`src/rtl/hold_adc_capture.sv`:
```
`default_nettype none
// ============================================================================
//  Module   : hold_adc_capture
//  Function : On each HOLD rise, waits for the held level to settle, reads one
//             SPI frame from a serial ADC and presents the tagged sample on a
//             valid/ready interface. HOLD rises during a capture are flagged.
//  Revision : 1.0  initial release
// ============================================================================
module hold_adc_capture #(
    parameter int SETTLE_CYCLES = 50,
    parameter int SCLK_DIV      = 4,
    parameter int FRAME_BITS    = 16,
    parameter int ADC_BITS      = 12,
    parameter int QUIET_CYCLES  = 8
) (
    input  logic                clk_i,
    input  logic                reset_i,
    input  logic                capture_en_i,
    input  logic                hold_i,
    input  logic                adc_sdata_i,
    output logic                adc_cs_n_o,
    output logic                adc_sclk_o,
    output logic [ADC_BITS-1:0] sample_data_o,
    output logic [15:0]         event_num_o,
    output logic                sample_valid_o,
    input  logic                sample_ready_i,
    output logic                missed_hold_o,
    output logic                busy_o,
    input  logic                evt_load_i,
    input  logic [15:0]         evt_load_val_i
);

    localparam int SETTLE_W = $clog2(SETTLE_CYCLES + 1);
    localparam int PHASE_W  = $clog2(2 * SCLK_DIV);
    localparam int BIT_W    = $clog2(FRAME_BITS + 1);
    localparam int QUIET_W  = $clog2(QUIET_CYCLES + 1);

    localparam logic [SETTLE_W-1:0] c_settle_last = SETTLE_W'(SETTLE_CYCLES - 1);
    localparam logic [PHASE_W-1:0]  c_sclk_div    = PHASE_W'(SCLK_DIV);
    localparam logic [PHASE_W-1:0]  c_phase_rise  = PHASE_W'(SCLK_DIV - 1);
    localparam logic [PHASE_W-1:0]  c_phase_last  = PHASE_W'(2 * SCLK_DIV - 1);
    localparam logic [BIT_W-1:0]    c_bit_last    = BIT_W'(FRAME_BITS - 1);
    localparam logic [QUIET_W-1:0]  c_quiet_last  = QUIET_W'(QUIET_CYCLES - 1);

    typedef enum logic [2:0] {
        S_IDLE    = 3'd0,
        S_SETTLE  = 3'd1,
        S_CONVERT = 3'd2,
        S_OUTPUT  = 3'd3,
        S_QUIET   = 3'd4
    } state_t;

    state_t                state_q, state_d;
    logic                  hold_q;
    logic [SETTLE_W-1:0]   settle_q, settle_d;
    logic [PHASE_W-1:0]    phase_q, phase_d;
    logic [BIT_W-1:0]      bit_q, bit_d;
    logic [QUIET_W-1:0]    quiet_q, quiet_d;
    logic [ADC_BITS-1:0]   shift_q, shift_d;
    logic [ADC_BITS-1:0]   data_q, data_d;
    logic [15:0]           evt_q, evt_d;
    logic [15:0]           cnt_q, cnt_d;
    logic                  valid_q, valid_d;
    logic                  missed_q, missed_d;
    logic                  cs_n_q, cs_n_d;
    logic                  sclk_q, sclk_d;
    logic                  w_hold_rise;

    assign w_hold_rise = hold_i & ~hold_q;

    always_comb begin
        state_d  = state_q;
        settle_d = settle_q;
        phase_d  = phase_q;
        bit_d    = bit_q;
        quiet_d  = quiet_q;
        shift_d  = shift_q;
        data_d   = data_q;
        evt_d    = evt_q;
        cnt_d    = cnt_q;
        valid_d  = valid_q;
        missed_d = w_hold_rise && (state_q != S_IDLE);

        case (state_q)
            S_IDLE: begin
                if (w_hold_rise && capture_en_i) begin
                    state_d  = S_SETTLE;
                    settle_d = '0;
                    evt_d    = cnt_q;
                    cnt_d    = cnt_q + 16'd1;
                end
            end
            S_SETTLE: begin
                if (settle_q == c_settle_last) begin
                    state_d = S_CONVERT;
                    phase_d = '0;
                    bit_d   = '0;
                end else begin
                    settle_d = settle_q + 1'b1;
                end
            end
            S_CONVERT: begin
                // Sample on the clock edge where SCLK goes low -> high
                if (phase_q == c_phase_rise) begin
                    shift_d = {shift_q[ADC_BITS-2:0], adc_sdata_i};
                end
                if (phase_q == c_phase_last) begin
                    phase_d = '0;
                    if (bit_q == c_bit_last) begin
                        state_d = S_OUTPUT;
                        data_d  = shift_q;
                        quiet_d = '0;
                    end else begin
                        bit_d = bit_q + 1'b1;
                    end
                end else begin
                    phase_d = phase_q + 1'b1;
                end
            end
            S_OUTPUT: begin
                // Quiet time starts at CS_n rise, so it keeps counting here
                if (quiet_q != c_quiet_last) begin
                    quiet_d = quiet_q + 1'b1;
                end
                if (valid_q && sample_ready_i) begin
                    valid_d = 1'b0;
                    state_d = S_QUIET;
                end else begin
                    valid_d = 1'b1;
                end
            end
            S_QUIET: begin
                if (quiet_q == c_quiet_last) begin
                    state_d = S_IDLE;
                end else begin
                    quiet_d = quiet_q + 1'b1;
                end
            end
            default: begin
                state_d = S_IDLE;
                valid_d = 1'b0;
            end
        endcase

        if (evt_load_i) begin
            cnt_d = evt_load_val_i;
        end

        cs_n_d = (state_d != S_CONVERT);
        sclk_d = !((state_d == S_CONVERT) && (phase_d < c_sclk_div));
    end

    always_ff @(posedge clk_i or posedge reset_i) begin
        if (reset_i) begin
            state_q  <= S_IDLE;
            hold_q   <= 1'b0;
            settle_q <= '0;
            phase_q  <= '0;
            bit_q    <= '0;
            quiet_q  <= '0;
            shift_q  <= '0;
            data_q   <= '0;
            evt_q    <= '0;
            cnt_q    <= '0;
            valid_q  <= 1'b0;
            missed_q <= 1'b0;
            cs_n_q   <= 1'b1;
            sclk_q   <= 1'b1;
        end else begin
            state_q  <= state_d;
            hold_q   <= hold_i;
            settle_q <= settle_d;
            phase_q  <= phase_d;
            bit_q    <= bit_d;
            quiet_q  <= quiet_d;
            shift_q  <= shift_d;
            data_q   <= data_d;
            evt_q    <= evt_d;
            cnt_q    <= cnt_d;
            valid_q  <= valid_d;
            missed_q <= missed_d;
            cs_n_q   <= cs_n_d;
            sclk_q   <= sclk_d;
        end
    end

    assign adc_cs_n_o     = cs_n_q;
    assign adc_sclk_o     = sclk_q;
    assign sample_data_o  = data_q;
    assign event_num_o    = evt_q;
    assign sample_valid_o = valid_q;
    assign missed_hold_o  = missed_q;
    assign busy_o         = (state_q != S_IDLE);

endmodule
`default_nettype wire

```
`config.mk`:
```
export PLATFORM = sky130hd
export DESIGN_NAME = hold_adc_capture
export DESIGN_NICKNAME = d
export VERILOG_FILES = /design/src/rtl/hold_adc_capture.sv
export SDC_FILE = /design/constraint.sdc
export NUM_CORES = 1
export LEC_CHECK = 0
export CORE_UTILIZATION = 58
export CTS_CLUSTER_SIZE = 12
export DETAILED_ROUTE_END_ITERATION = 6
export PLACE_DENSITY = 0.88
export SKIP_LAST_GASP = 1
export SYNTH_ARGS = -nofsm -noshare
export SYNTH_HDL_FRONTEND = slang
export SYNTH_SLANG_ARGS = --single-unit
```
`constraint.sdc`:
```
create_clock -name clk_i -period 5.7 [get_ports clk_i]
set_input_delay 1.14 -clock clk_i [delete_from_list [all_inputs] [get_ports clk_i]]
set_output_delay 1.14 -clock clk_i [all_outputs]
set_load 0.02 [all_outputs]
```
==> run_results.csv, run 1 <==
group,metric,value,unit
outcome,status,"finished clean",
sta,slew_violations,0,
min_path,hold_class,"reg2reg",
grt,grt_pass1_vias,2745,
synthesis,ys_warn_count,0,
pwr,power.internal,1.090,mW
clock_network,postCtsHoldBufs,0,
grt,grt_overflow,0,
routing,post-route-drc-count,0,
routing,vias,2946,
pwr,comb_power_share,0.258,
clock_network,cts_buffer_depth,2,
clock_network,postCtsResizedCells,0,
floorplanning,io_pins,56,
placed_design,routabilityCongestion,0.8249,
worst_setup_path,start_kind,"primary input",
floorplanning,dieWidth,82.76,um
worst_setup_path,cp.arrival,3390,ps
floorplanning,start_util,0.5991,
sta,fmax,321.0,MHz
sta,worst_pin_slew,964.8,ps
placed_design,io_buffers,55,
synthesis,avgSynthCellArea,9.824,um2
sta,slew_headroom,0.3519,
routing,drt-wirelength-per-cell,14.73,um
routing,drt-total-wl,7.588,mm
routing,drt_iter0_markers,182,
routing,drtPass1Iterations,6,
synthesis,netlist-cell-type-count,51,
clock_network,root_buffer,"clkbuf_8",
clock_network,cts.htree.levels,3,
finish,antenna_cells,0,
sta,fin_crit_sh,0.5465,
floorplanning,die-area,6848,um2
sta,finalSetupTns,0,ps
finish,drive_gt1_frac,0.09817,
finish,nNetsFinal,465,
worst_setup_path,worst-endpoint-required,5970,ps
worst_setup_path,crit_type,"in2reg",
floorplanning,die_y,82.76,um
pwr,total_leakage_power,2.102,nW
job,drv_cap,0,
sta,period_needed,3115,ps
pwr,power_density,359.1,nW/um2
sta,finalHoldViolCount,0,
pwr,switchingPower,545.1,uW
sta,rsz0062_at_grt,"false",
routing,routed_via_density,5.720,
synthesis,synth.net_count,417,
synthesis,synthArstFlopShare,1.000,
pwr,peakVddDrop,0.0003006,V
grt,antenna_found_initial,0,
pwr,total_power,1.635,mW
grt,grt_pass1_wl,12.27,mm
finish,area_delta_synth_final,20.41,%
synthesis,synth_edf_count,0,
clock_network,cts_tree,"yes",
synthesis,synth_seq_cells,82,
floorplanning,num_rows,29,
sta,setup_violations,0,
clock_network,clock_sinks,82,
routing,drtAntennaViolNets,0,
clock_network,cts_post_setup_buffers_inserted,0,
clock_network,clk_latency,360,ps
floorplanning,core_area,6314,um2
worst_setup_path,cp-end-kind,"register",
pwr,p_seq_frac,0.480,
pwr,power_frac_clock,0.262,
clock_network,path_clk_slew,90,ps
synthesis,syn_inst,385,
worst_setup_path,crit_path_max_fanout,8,
placed_design,dp_hpwl,5.237,mm
finish,final_common_cell,"nand2_1",
synthesis,synth.yosys.seq_area_share,0.5432,
finish,final_cell_mix,"nand2_1, dfrtp_1, clkdlybuf4s50_1",
grt,grt_max_degree,48,
clock_network,cts_made_buffers,9,
synthesis,synthFlopType,"dfrtp_1",
synthesis,syn_area,3782,um2
pwr,swShare,0.3334,
sta,clock-skew-final,14.62,ps
grt,grt_usage,0.2412,
-- sequential cells by signal, summed over array words and instances (netlist names), 4 cells and up --
register,count
cnt_q,16
event_num_o,16
sample_data_o,12
shift_q,12
settle_q,6
bit_q,5
quiet_q,4
-- final cells by class --
type	count	area, um2
multi-input combinational	272	1595
inverter	11	41.29
tap	77	96.34
clock buffer	9	123.9
sequential	82	2054
timing repair buffer	57	565.5
fill	441	1759
clock inverter	7	77.57
-- metrics by stage --
step,worst slack (ps),hold WS (ps),utilization,area [um2],instances
detailed placement,2214,451.5,0.6895,4353,499
finish,2585,476.8,0.7214,4554,515
CTS,2589,473.9,0.7214,4554,515
floorplan,2455,434.8,-,3782,385
global route,2509,497.5,0.7214,4554,515
global placement,2307,449.4,0.6895,4353,499
-- critical path, cell delays in order --
cell and delay [ps]:
clkdlybuf4s50_1 540, or4b_4 550, or3_4 450, or4_1 500, a31oi_1 200
-- final timing paths --
kind                       slack, ps                        from  cells after the start                          to
max                             2590                      hold_i                      5       cnt_q[14]$_DFFE_PP0P_
max reg2reg                     3320        state_q[0]$_DFF_PP0_                      5        cnt_q[1]$_DFFE_PP0P_
max in group asynchronous       3370                     reset_i                      3        bit_q[2]$_DFFE_PP0P_
min reg2reg                      480  event_num_o[6]$_DFFE_PP0P_                      2  event_num_o[6]$_DFFE_PP0P_
min in group asynchronous       1310                     reset_i                      2  event_num_o[1]$_DFFE_PP0P_
min                              480  event_num_o[6]$_DFFE_PP0P_                      2  event_num_o[6]$_DFFE_PP0P_
-- metal layers --
metal	routed length, um	vias to the layer above	global-route usage
li1	-	1419	-
met1	3397	1419	0.3027
met2	3677	95	0.4041
met3	378	13	0.04176
met4	135	0	0.1138
met5	0	-	0
-- synth_stat cells (2+ instances only) --
master	count	share of area
or3b_2	2	0.0046
a31oi_1	6	0.0099
clkbuf_1	16	0.016
nand4_1	7	0.012
and3_1	3	0.0050
nand2_1	103	0.10
a21oi_1	4	0.0053
or4_1	3	0.0060
nor3_1	9	0.012
o31ai_1	5	0.0099
o21ai_0	19	0.025
nor2_1	17	0.017
nand3_1	13	0.017
inv_1	10	0.0099
nor2b_1	2	0.0033
o21ai_1	2	0.0026
nand4b_1	2	0.0046
dfstp_2	2	0.014
or2_2	2	0.0033
o211ai_1	2	0.0040
a21bo_2	2	0.0053
mux2i_1	2	0.0053
xor2_1	4	0.0093
ha_1	9	0.030
nand3b_1	5	0.0099
dfrtp_1	80	0.53
nor3b_1	3	0.0060
or3_1	4	0.0066
and3b_1	2	0.0046
buf_6	2	0.0060
nor4_1	2	0.0033
o2bb2ai_1	2	0.0046
mux2_2	12	0.036
xnor2_1	10	0.023
-- power by group through the flow --
stage | clock network, mW | logic, mW | registers (mW)
2_1_floorplan | 0 | 0.201 | 0.830
3_3_place_gp | 0 | 0.407 | 0.788
3_5_place_dp | 0 | 0.424 | 0.793
4_1_cts | 0.434 | 0.426 | 0.784
5_1_grt | 0.459 | 0.469 | 0.801
6_report | 0.428 | 0.423 | 0.785
-- logic make-up (layout without fill, tap and decap cells) --
group	count (synthesis)	in the layout	share of synthesized area
muxes	14	14	0.04102
adders and majority gates	9	9	0.02977
DFF	82	82	0.5432
buffers and inverters	31	84	0.03506
AOI/OAI and AO/OA	50	50	0.08535
xor gates and xnor gates	14	14	0.03242
and+or+nand+nor	185	185	0.2332
(Power assumes the default switching activity.)
==> inputs of run 2 (changes only) <==
Settings changed: CORE_UTILIZATION 58 to 54, PLACE_DENSITY 0.88 to 0.83.
Clock period 5.7 ns to 3.1 ns, I/O delays scaled along.
==> run_results.csv, run 2 (same netlist as run 1, synthesis figures left out) <==
group,metric,value,unit
pwr,power_density,643.0,nW/um2
routing,drtPass1Iterations,5,
floorplanning,die_y,85.69,um
floorplanning,num_rows,30,
sta,fin_hold_ws,468.7,ps
floorplanning,start_util,0.5567,
min_path,hold_class,"reg2reg",
finish,antenna_cells,0,
sta,finalSetupTns,0,ps
placed_design,routabilityCongestion,0.8108,
worst_setup_path,r2r-end,"cnt_q[12]$_DFFE_PP0P_",
worst_setup_path,setup.worst_path.end,"cnt_q[12]$_DFFE_PP0P_",
sta,fin_crit_sh,0.8180,
sta,clock-skew-final,7.165,ps
placed_design,dp_hpwl,5.175,mm
sta,rsz0062_at_grt,"false",
clock_network,cts_made_buffers,9,
worst_setup_path,startpoint,"hold_i",
worst_setup_path,crit_path_max_fanout,8,
sta,finalHoldViolCount,0,
clock_network,cts.htree.levels,3,
clock_network,postCtsHoldBufs,0,
floorplanning,io_pins,56,
pwr,total_leakage_power,2.119,nW
worst_setup_path,cp.arrival,2810,ps
grt,antenna_found_initial,0,
worst_setup_path,start_kind,"primary input",
clock_network,cts_post_setup_buffers_inserted,0,
clock_network,cts_tree,"yes",
worst_setup_path,worst-endpoint-required,3370,ps
clock_network,cts_buffer_depth,2,
outcome,status,"finished clean",
finish,final_common_cell,"nand2_1",
clock_network,root_buffer,"clkbuf_8",
worst_setup_path,crit_slowest_cell,"or4b_4",
routing,vias,2937,
clock_network,clk_latency,350,ps
worst_setup_path,cp_cell_sequence,"clkdlybuf4s50_1, or4b_4, or3_4, or4_1, a31oi_1",
worst_setup_path,cp-end-kind,"register",
finish,design_area,4603,um2
clock_network,postCtsResizedCells,0,
placed_design,placed_area,4419,um2
grt,grt_pass1_wl,12.94,mm
worst_setup_path,ff2ff_path_depth,4,
routing,post-route-drc-count,0,
placed_design,placedCellCount,522,
finish,drive_gt1_frac,0.1020,
routing,drtAntennaViolNets,0,
worst_setup_path,cpPeakStageDelay,550,ps
routing,drt-wirelength-per-cell,14.00,um
worst_setup_path,cp_top_family,"simple AND/OR/NAND/NOR gates",
finish,final_cell_mix,"nand2_1, dfrtp_1, clkdlybuf4s50_1",
sta,slew_headroom,0.4881,
pwr,peakVddDrop,0.0004086,V
clock_network,path_clk_slew,80,ps
finish,area_delta_synth_final,21.70,%
sta,worst_pin_slew,766.8,ps
routing,drt_iter0_markers,126,
grt,grt_usage,0.2248,
routing,drt-total-wl,7.520,mm
worst_setup_path,crit_type,"in2reg",
sta,setup_violations,0,
worst_setup_path,r2r-start,"state_q[0]$_DFF_PP0_",
grt,grt_overflow,0,
clock_network,clock_sinks,82,
worst_setup_path,crit_buf_inv,1,
worst_setup_path,ff2ff_setup_slack,800,ps
floorplanning,core_area,6794,um2
sta,slew_violations,0,
placed_design,io_buffers,55,
finish,nNetsFinal,469,
routing,routed_via_density,5.469,
sta,fmax,394.3,MHz
finish,instances_no_fill,537,
worst_setup_path,cp.depth,5,
job,drv_cap,0,
floorplanning,die-area,7343,um2
floorplanning,dieWidth,85.69,um
grt,grt_max_degree,38,
sta,period_needed,2536,ps
grt,grt_pass1_vias,2784,
## run 2: cell types whose count changed in the layout (fill, tap and decap cells not counted)
| cell | previous run | this run |
|---|---|---|
| inv_6 | 2 | 0 |
| buf_12 | 0 | 1 |
| buf_4 | 2 | 5 |
| clkinv_2 | 1 | 2 |
| clkinv_4 | 2 | 1 |
| clkbuf_1 | 0 | 1 |
## run 2: worst min path at each step
stage                             from                            end  slack [ps]  cells after the start
3_3_place_gp   shift_q[11]$_DFFE_PP0P_  sample_data_o[11]$_DFFE_PP0P_         450                      2
5_1_grt        shift_q[11]$_DFFE_PP0P_  sample_data_o[11]$_DFFE_PP0P_         490                      2
3_5_place_dp   shift_q[11]$_DFFE_PP0P_  sample_data_o[11]$_DFFE_PP0P_         450                      2
4_1_cts        shift_q[11]$_DFFE_PP0P_  sample_data_o[11]$_DFFE_PP0P_         470                      2
6_report       shift_q[11]$_DFFE_PP0P_  sample_data_o[11]$_DFFE_PP0P_         470                      2
2_1_floorplan  shift_q[11]$_DFFE_PP0P_  sample_data_o[11]$_DFFE_PP0P_         430                      2
## run 2: final cells by class
cell class | instances | area, um2
Clock inverter | 5 | 56.30
Multi-Input combinational cell | 272 | 1595
Sequential cell | 82 | 2054
Fill cell | 523 | 2191
Clock buffer | 10 | 127.6
Tap cell | 96 | 120.1
Timing Repair Buffer | 61 | 608.1
Inverter | 11 | 41.29
## run 2: routing by layer
layer	vias up	part of all wire	wire length [um]	global-route usage
li1	1419	-	-	-
met1	1403	0.45	3411	0.3088
met2	103	0.47	3543	0.3513
met3	12	0.059	444	0.04427
met4	0	0.016	121	0.09545
met5	-	0	0	0
## run 2: per-stage QoR
step / setup slack, ps / utilization / total power [mW]
after detailed placement: 174.2 / 0.6505 / 2.246
after global placement: 258.6 / 0.6505 / 2.203
after floorplan: 374.9 / - / 1.896
final: 564.1 / 0.6775 / 2.960
after CTS: 570.7 / 0.6775 / 2.984
after global routing: 496.5 / 0.6775 / 3.124
## run 2: where the power goes
part / total, mW / leakage [nW] / internal, mW / switching, mW
logic: 0.784 / 0.964 / 0.369 / 0.416
registers: 1.44 / 1.06 / 1.26 / 0.177
clock network: 0.736 / 0.0921 / 0.367 / 0.369
## run 2: worst register-to-register path, stage by stage, from the launching register on
cell	delay [ps]
dfrtp_1	470
or4b_4	640
or3_4	450
or4_1	500
a31oi_1	170
==> inputs of run 3 (changes only) <==
Clock period 3.1 ns to 2.6 ns, I/O delays scaled along.
==> run_results.csv, run 3 (same netlist as run 1, synthesis figures left out) <==
group,metric,value,unit
outcome,status,"finished clean",
job,drv_cap,0,
pwr,total_leakage_power,2.162,nW
finish,final_common_cell,"nand2_1",
routing,drt_iter0_markers,234,
finish,multi_input_area,1595,um2
routing,routed_via_density,5.531,
sta,setup_violations,0,
worst_setup_path,worst-endpoint-required,2080,ps
pwr,peakVddDrop,0.0004952,V
placed_design,routabilityCongestion,0.8966,
clock_network,cts_post_setup_buffers_inserted,0,
finish,antenna_cells,0,
sta,slew_headroom,0.5941,
grt,grt_pass1_vias,2837,
finish,utilization,0.6910,
pwr,power_density,783.9,nW/um2
routing,drtPass1Iterations,5,
worst_setup_path,cp-end-kind,"primary output",
placed_design,dp_hpwl,5.229,mm
pwr,comb_power_share,0.254,
clock_network,clock_sinks,82,
floorplanning,io_pins,56,
sta,fmax,406.7,MHz
clock_network,clk_latency,350,ps
finish,drive_gt1_frac,0.1183,
pwr,total_power,3.680,mW
routing,drtAntennaViolNets,0,
finish,nNetsFinal,475,
pwr,swShare,0.3216,
grt,grt_max_degree,83,
routing,drt-total-wl,7.730,mm
clock_network,cts.htree.levels,3,
clock_network,root_buffer,"clkbuf_8",
routing,vias,3009,
clock_network,postCtsHoldBufs,0,
pwr,switchingPower,1.183,mW
placed_design,io_buffers,55,
clock_network,cts_buffer_depth,2,
sta,clock-skew-final,9.051,ps
floorplanning,dieWidth,85.69,um
sta,finalHoldViolCount,0,
finish,area_delta_synth_final,24.12,%
clock_network,path_clk_slew,90,ps
routing,drt-wirelength-per-cell,14.21,um
worst_setup_path,crit_type,"reg2out",
sta,slew_violations,0,
finish,nFillCells,512,
worst_setup_path,start_kind,"register",
pwr,p_seq_frac,0.467,
worst_setup_path,cp.arrival,1940,ps
finish,seq_area,2054,um2
grt,grt_overflow,0,
min_path,hold_class,"reg2reg",
floorplanning,start_util,0.5567,
routing,post-route-drc-count,0,
worst_setup_path,crit_path_max_fanout,11,
sta,worst_pin_slew,607.1,ps
sta,finalSetupTns,0,ps
sta,fin_crit_sh,0.9456,
pwr,power.internal,2.497,mW
grt,antenna_found_initial,0,
finish,final_cell_mix,"nand2_1, dfrtp_1, clkdlybuf4s50_1",
clock_network,cts_tree,"yes",
floorplanning,die-area,7343,um2
floorplanning,core_area,6794,um2
clock_network,postCtsResizedCells,0,
grt,grt_pass1_wl,13.19,mm
sta,rsz0062_at_grt,"false",
floorplanning,die_y,85.69,um
pwr,power_frac_clock,0.279,
clock_network,cts_made_buffers,9,
grt,grt_usage,0.2316,
floorplanning,num_rows,30,
sta,period_needed,2459,ps
[run 3: power groups by stage]
stage / clock, mW / sequential, mW / combinational, mW
CTS: 1.04 / 1.71 / 0.945
floorplan: 0 / 1.82 / 0.441
global route: 1.09 / 1.75 / 1.03
finish: 1.03 / 1.72 / 0.936
detailed placement: 0 / 1.73 / 0.938
global placement: 0 / 1.72 / 0.911
[run 3: per-layer routing]
layer / share of wire / global-route usage / vias to the layer above / wire length (um)
li1: - / - / 1438 / -
met5: 0 / 0 / - / 0
met3: 0.054 / 0.06064 / 8 / 416
met2: 0.49 / 0.3796 / 90 / 3809
met1: 0.44 / 0.3055 / 1473 / 3418
met4: 0.011 / 0.06818 / 0 / 86
[run 3: layout make-up]
type,count,share of cell area
flip-flops and latches,82,0.4376
multi-input cells,272,0.3398
repair buffers,67,0.1391
clock buffers,9,0.02639
well taps,96,0.02559
clock inverters,7,0.02185
inverters,11,0.009595
[run 3: per-stage QoR]
stage,setup WS (ps),cells,area (um2),hold WS (ps)
after detailed placement,-92.99,528,4468,461.2
after CTS,139.1,544,4695,481.1
after floorplan,331.9,385,3786,434.8
after global routing,77.27,544,4695,501.3
after global placement,-9.752,528,4468,449.5
final,141.4,544,4695,477.8
[run 3: critical path, stage by stage (launching register included)]
cell             delay (ps)
dfrtp_1                 510
or3_1                   480
clkdlybuf4s50_1         590
[run 3: path summary, 6_finish.rpt]
| check | start | endpoint | slack, ps | cells after the start |
|---|---|---|---|---|
| worst max-delay path | state_q[1]$_DFF_PP0_ | busy_o | 140 | 2 |
| worst min-delay path | sample_data_o[9]$_DFFE_PP0P_ | sample_data_o[9]$_DFFE_PP0P_ | 480 | 2 |
| worst max register to register | state_q[1]$_DFF_PP0_ | cnt_q[12]$_DFFE_PP0P_ | 340 | 4 |
| worst min register to register | sample_data_o[9]$_DFFE_PP0P_ | sample_data_o[9]$_DFFE_PP0P_ | 480 | 2 |
| max in group asynchronous | reset_i | adc_sclk_o$_DFF_PP1_ | 1610 | 3 |
| min in group asynchronous | reset_i | event_num_o[7]$_DFFE_PP0P_ | 640 | 3 |
==> variant, RTL diff (flow settings as in run 3) <==
Reset style: synchronous (`reset_i`), changed in one clocked block.
--- a/src/rtl/hold_adc_capture.sv
+++ b/src/rtl/hold_adc_capture.sv
@@ -152,3 +152,3 @@
 
-    always_ff @(posedge clk_i or posedge reset_i) begin
+    always_ff @(posedge clk_i) begin
         if (reset_i) begin
Behaviour: differs if reset_i is asserted again (counterexample within 4 cycles, from zero or initial values and one cycle with reset_i high); with reset_i held inactive, the same outputs for 10 cycles.
==> variant against run 3 <==
Final area shrank 6.6%; count of clock-buffer cells in the layout unchanged; critical path type is now input port to flip-flop; largest cell class is now multi-input gates; sequential cell count unchanged; routed wire length up 3.1%; worst setup slack better by 0.11 ns; register-to-register slack gained 0.04 ns; maximum frequency grew 4.7%; utilization is essentially flat; critical path depth up 3; synthesized area shrank 6.0%.
Power is not compared: it rests on default switching activity, and its combinational part moved more than twofold at a synthesized area within 25%.
==> variant: results (changes against run 3) <==
Yosys
By count the netlist is led by sky130_fd_sc_hd__nand2_1 (91), sky130_fd_sc_hd__dfxtp_1 (82), sky130_fd_sc_hd__a21oi_1 (54), sky130_fd_sc_hd__nor2_1 (30), sky130_fd_sc_hd__nand3_1 (18). The portion of the post-synthesis area used by sequential elements is 0.462 (-0.0814). The cell area after synthesis is 3550 µm² (-6.0%).

Clocking
The largest buffer count on any clock path is 2 (unchanged). The clock reaches the later pin of the worst-skew pair after 0.36 ns. The number of instances resized during post-cts repair was 0 (unchanged).

Setup path
The capture instance of the worst register-to-register path is cnt_q[12]. The minimum setup slack among reg-to-reg paths is 0.38 ns (+0.04 ns). The launch instance of the worst register-to-register path is state_q[1]. The peak fanout along the critical path came to 3 (-8). The critical path launch point is capture_en_i. The arrival time reported for the critical path endpoint is 2.62 ns (+0.68 ns).

Timing
The worst setup skew after layout is 0.00782 ns (-0.00123 ns). The worst relative slew slack is 0.601 (+0.00717). The clock period minus worst slack is 2.35 ns (-0.109 ns).

Min path
In this run the worst hold path is classified as input port to flip-flop.

Finish
The net count reported at finish is 518 (+9.1%). The fill cell instance count of the final layout is 503 (-1.8%). The non-filler instance count after layout is 568 (+4.4%). The fraction of layout cells with a size suffix above 1 came to 0.0713 (-0.0470).

Global routing
The number of global-route vias before repair came to 3041 (+7.2%). The first-pass GRT wire length is 13.3 mm (+0.79%). The total routing resource utilization after global routing is 0.236 (+0.00439).

The pin count of the biggest net entering global routing is 59 (-29%).

Placement
The estimated wirelength of the detail-placed design is 5.56 mm (+6.3%). The routability-driven placement congestion ratio is 0.882 (-1.6%). The placement-stage worst setup slack is -0.138 ns (-0.0448 ns).

The post-detailed-placement cell area is 4200 µm² (-6.0%). The cell total after placement is 552 (+4.5%).

Status
The run finished with clean final reports.

Detailed routing
The total number of vias came to 3238 (+7.6%). The final routed wire length divided by cell count is 14.0 µm (-1.3%). The iteration-0 DRC count of the detailed router is 228 (-2.6%).

Pwr
The leakage power is 1.51 nW.
-- variant: cell type report --
type | count | area share
multi-input combinational | 316 | 0.408
sequential | 82 | 0.374
timing repair buffer | 67 | 0.145
clock buffer | 9 | 0.0282
tap | 77 | 0.0220
clock inverter | 7 | 0.0140
inverter | 10 | 0.00856
-- variant: how the worst min path moves through the flow --
stage / start / to / slack [ns]
floorplan: hold_q / missed_hold_o / 0.42
detailed placement: event_num_o[0] / event_num_o[0] / 0.45
global placement: sample_data_o[11] / sample_data_o[11] / 0.44
global route: reset_i / event_num_o[11] / 0.46
finish: reset_i / event_num_o[12] / 0.45
CTS: reset_i / event_num_o[11] / 0.45
-- variant: logic make-up (layout without fill, tap and decap cells) --
group | after synthesis | in the layout | share of synthesized area
AND/OR/NAND/NOR | 194 | 194 | 0.262
AO/OA/AOI/OAI | 94 | 94 | 0.161
flip-flops | 82 | 82 | 0.462
buffers and inverters | 32 | 93 | 0.0348
XOR/XNOR | 14 | 14 | 0.0345
adder cells (fa/ha/maj) | 9 | 9 | 0.0317
multiplexers | 5 | 5 | 0.0144
-- variant: stage by stage --
stage,hold slack [ns],util
2_1_floorplan,0.419,-
3_3_place_gp,0.442,0.661
3_5_place_dp,0.445,0.661
4_1_cts,0.453,0.691
5_1_grt,0.460,0.691
6_report,0.448,0.691
-- variant: worst max-delay path: stages --
cell                              delay [ns]
sky130_fd_sc_hd__clkdlybuf4s50_1        0.50
sky130_fd_sc_hd__or4b_1                 0.48
sky130_fd_sc_hd__or4_4                  0.53
sky130_fd_sc_hd__or3_1                  0.35
sky130_fd_sc_hd__a311oi_1               0.24
-- variant: layer usage --
layer / share of wire / global-route usage
met5: 0 / 0
met3: 0.049 / 0.0477
met1: 0.42 / 0.278
met2: 0.51 / 0.408
met4: 0.021 / 0.116
-- variant: power groups by stage --
| stage | sequential [mW] | combinational (mW) | clock (mW) |
|---|---|---|---|
| detailed placement | 1.34 | 0.192 | 0 |
| global placement | 1.34 | 0.188 | 0 |
| finish | 1.32 | 0.194 | 0.872 |
| CTS | 1.31 | 0.194 | 0.887 |
| floorplan | 1.34 | 0.104 | 0 |
| global route | 1.32 | 0.212 | 0.940 |
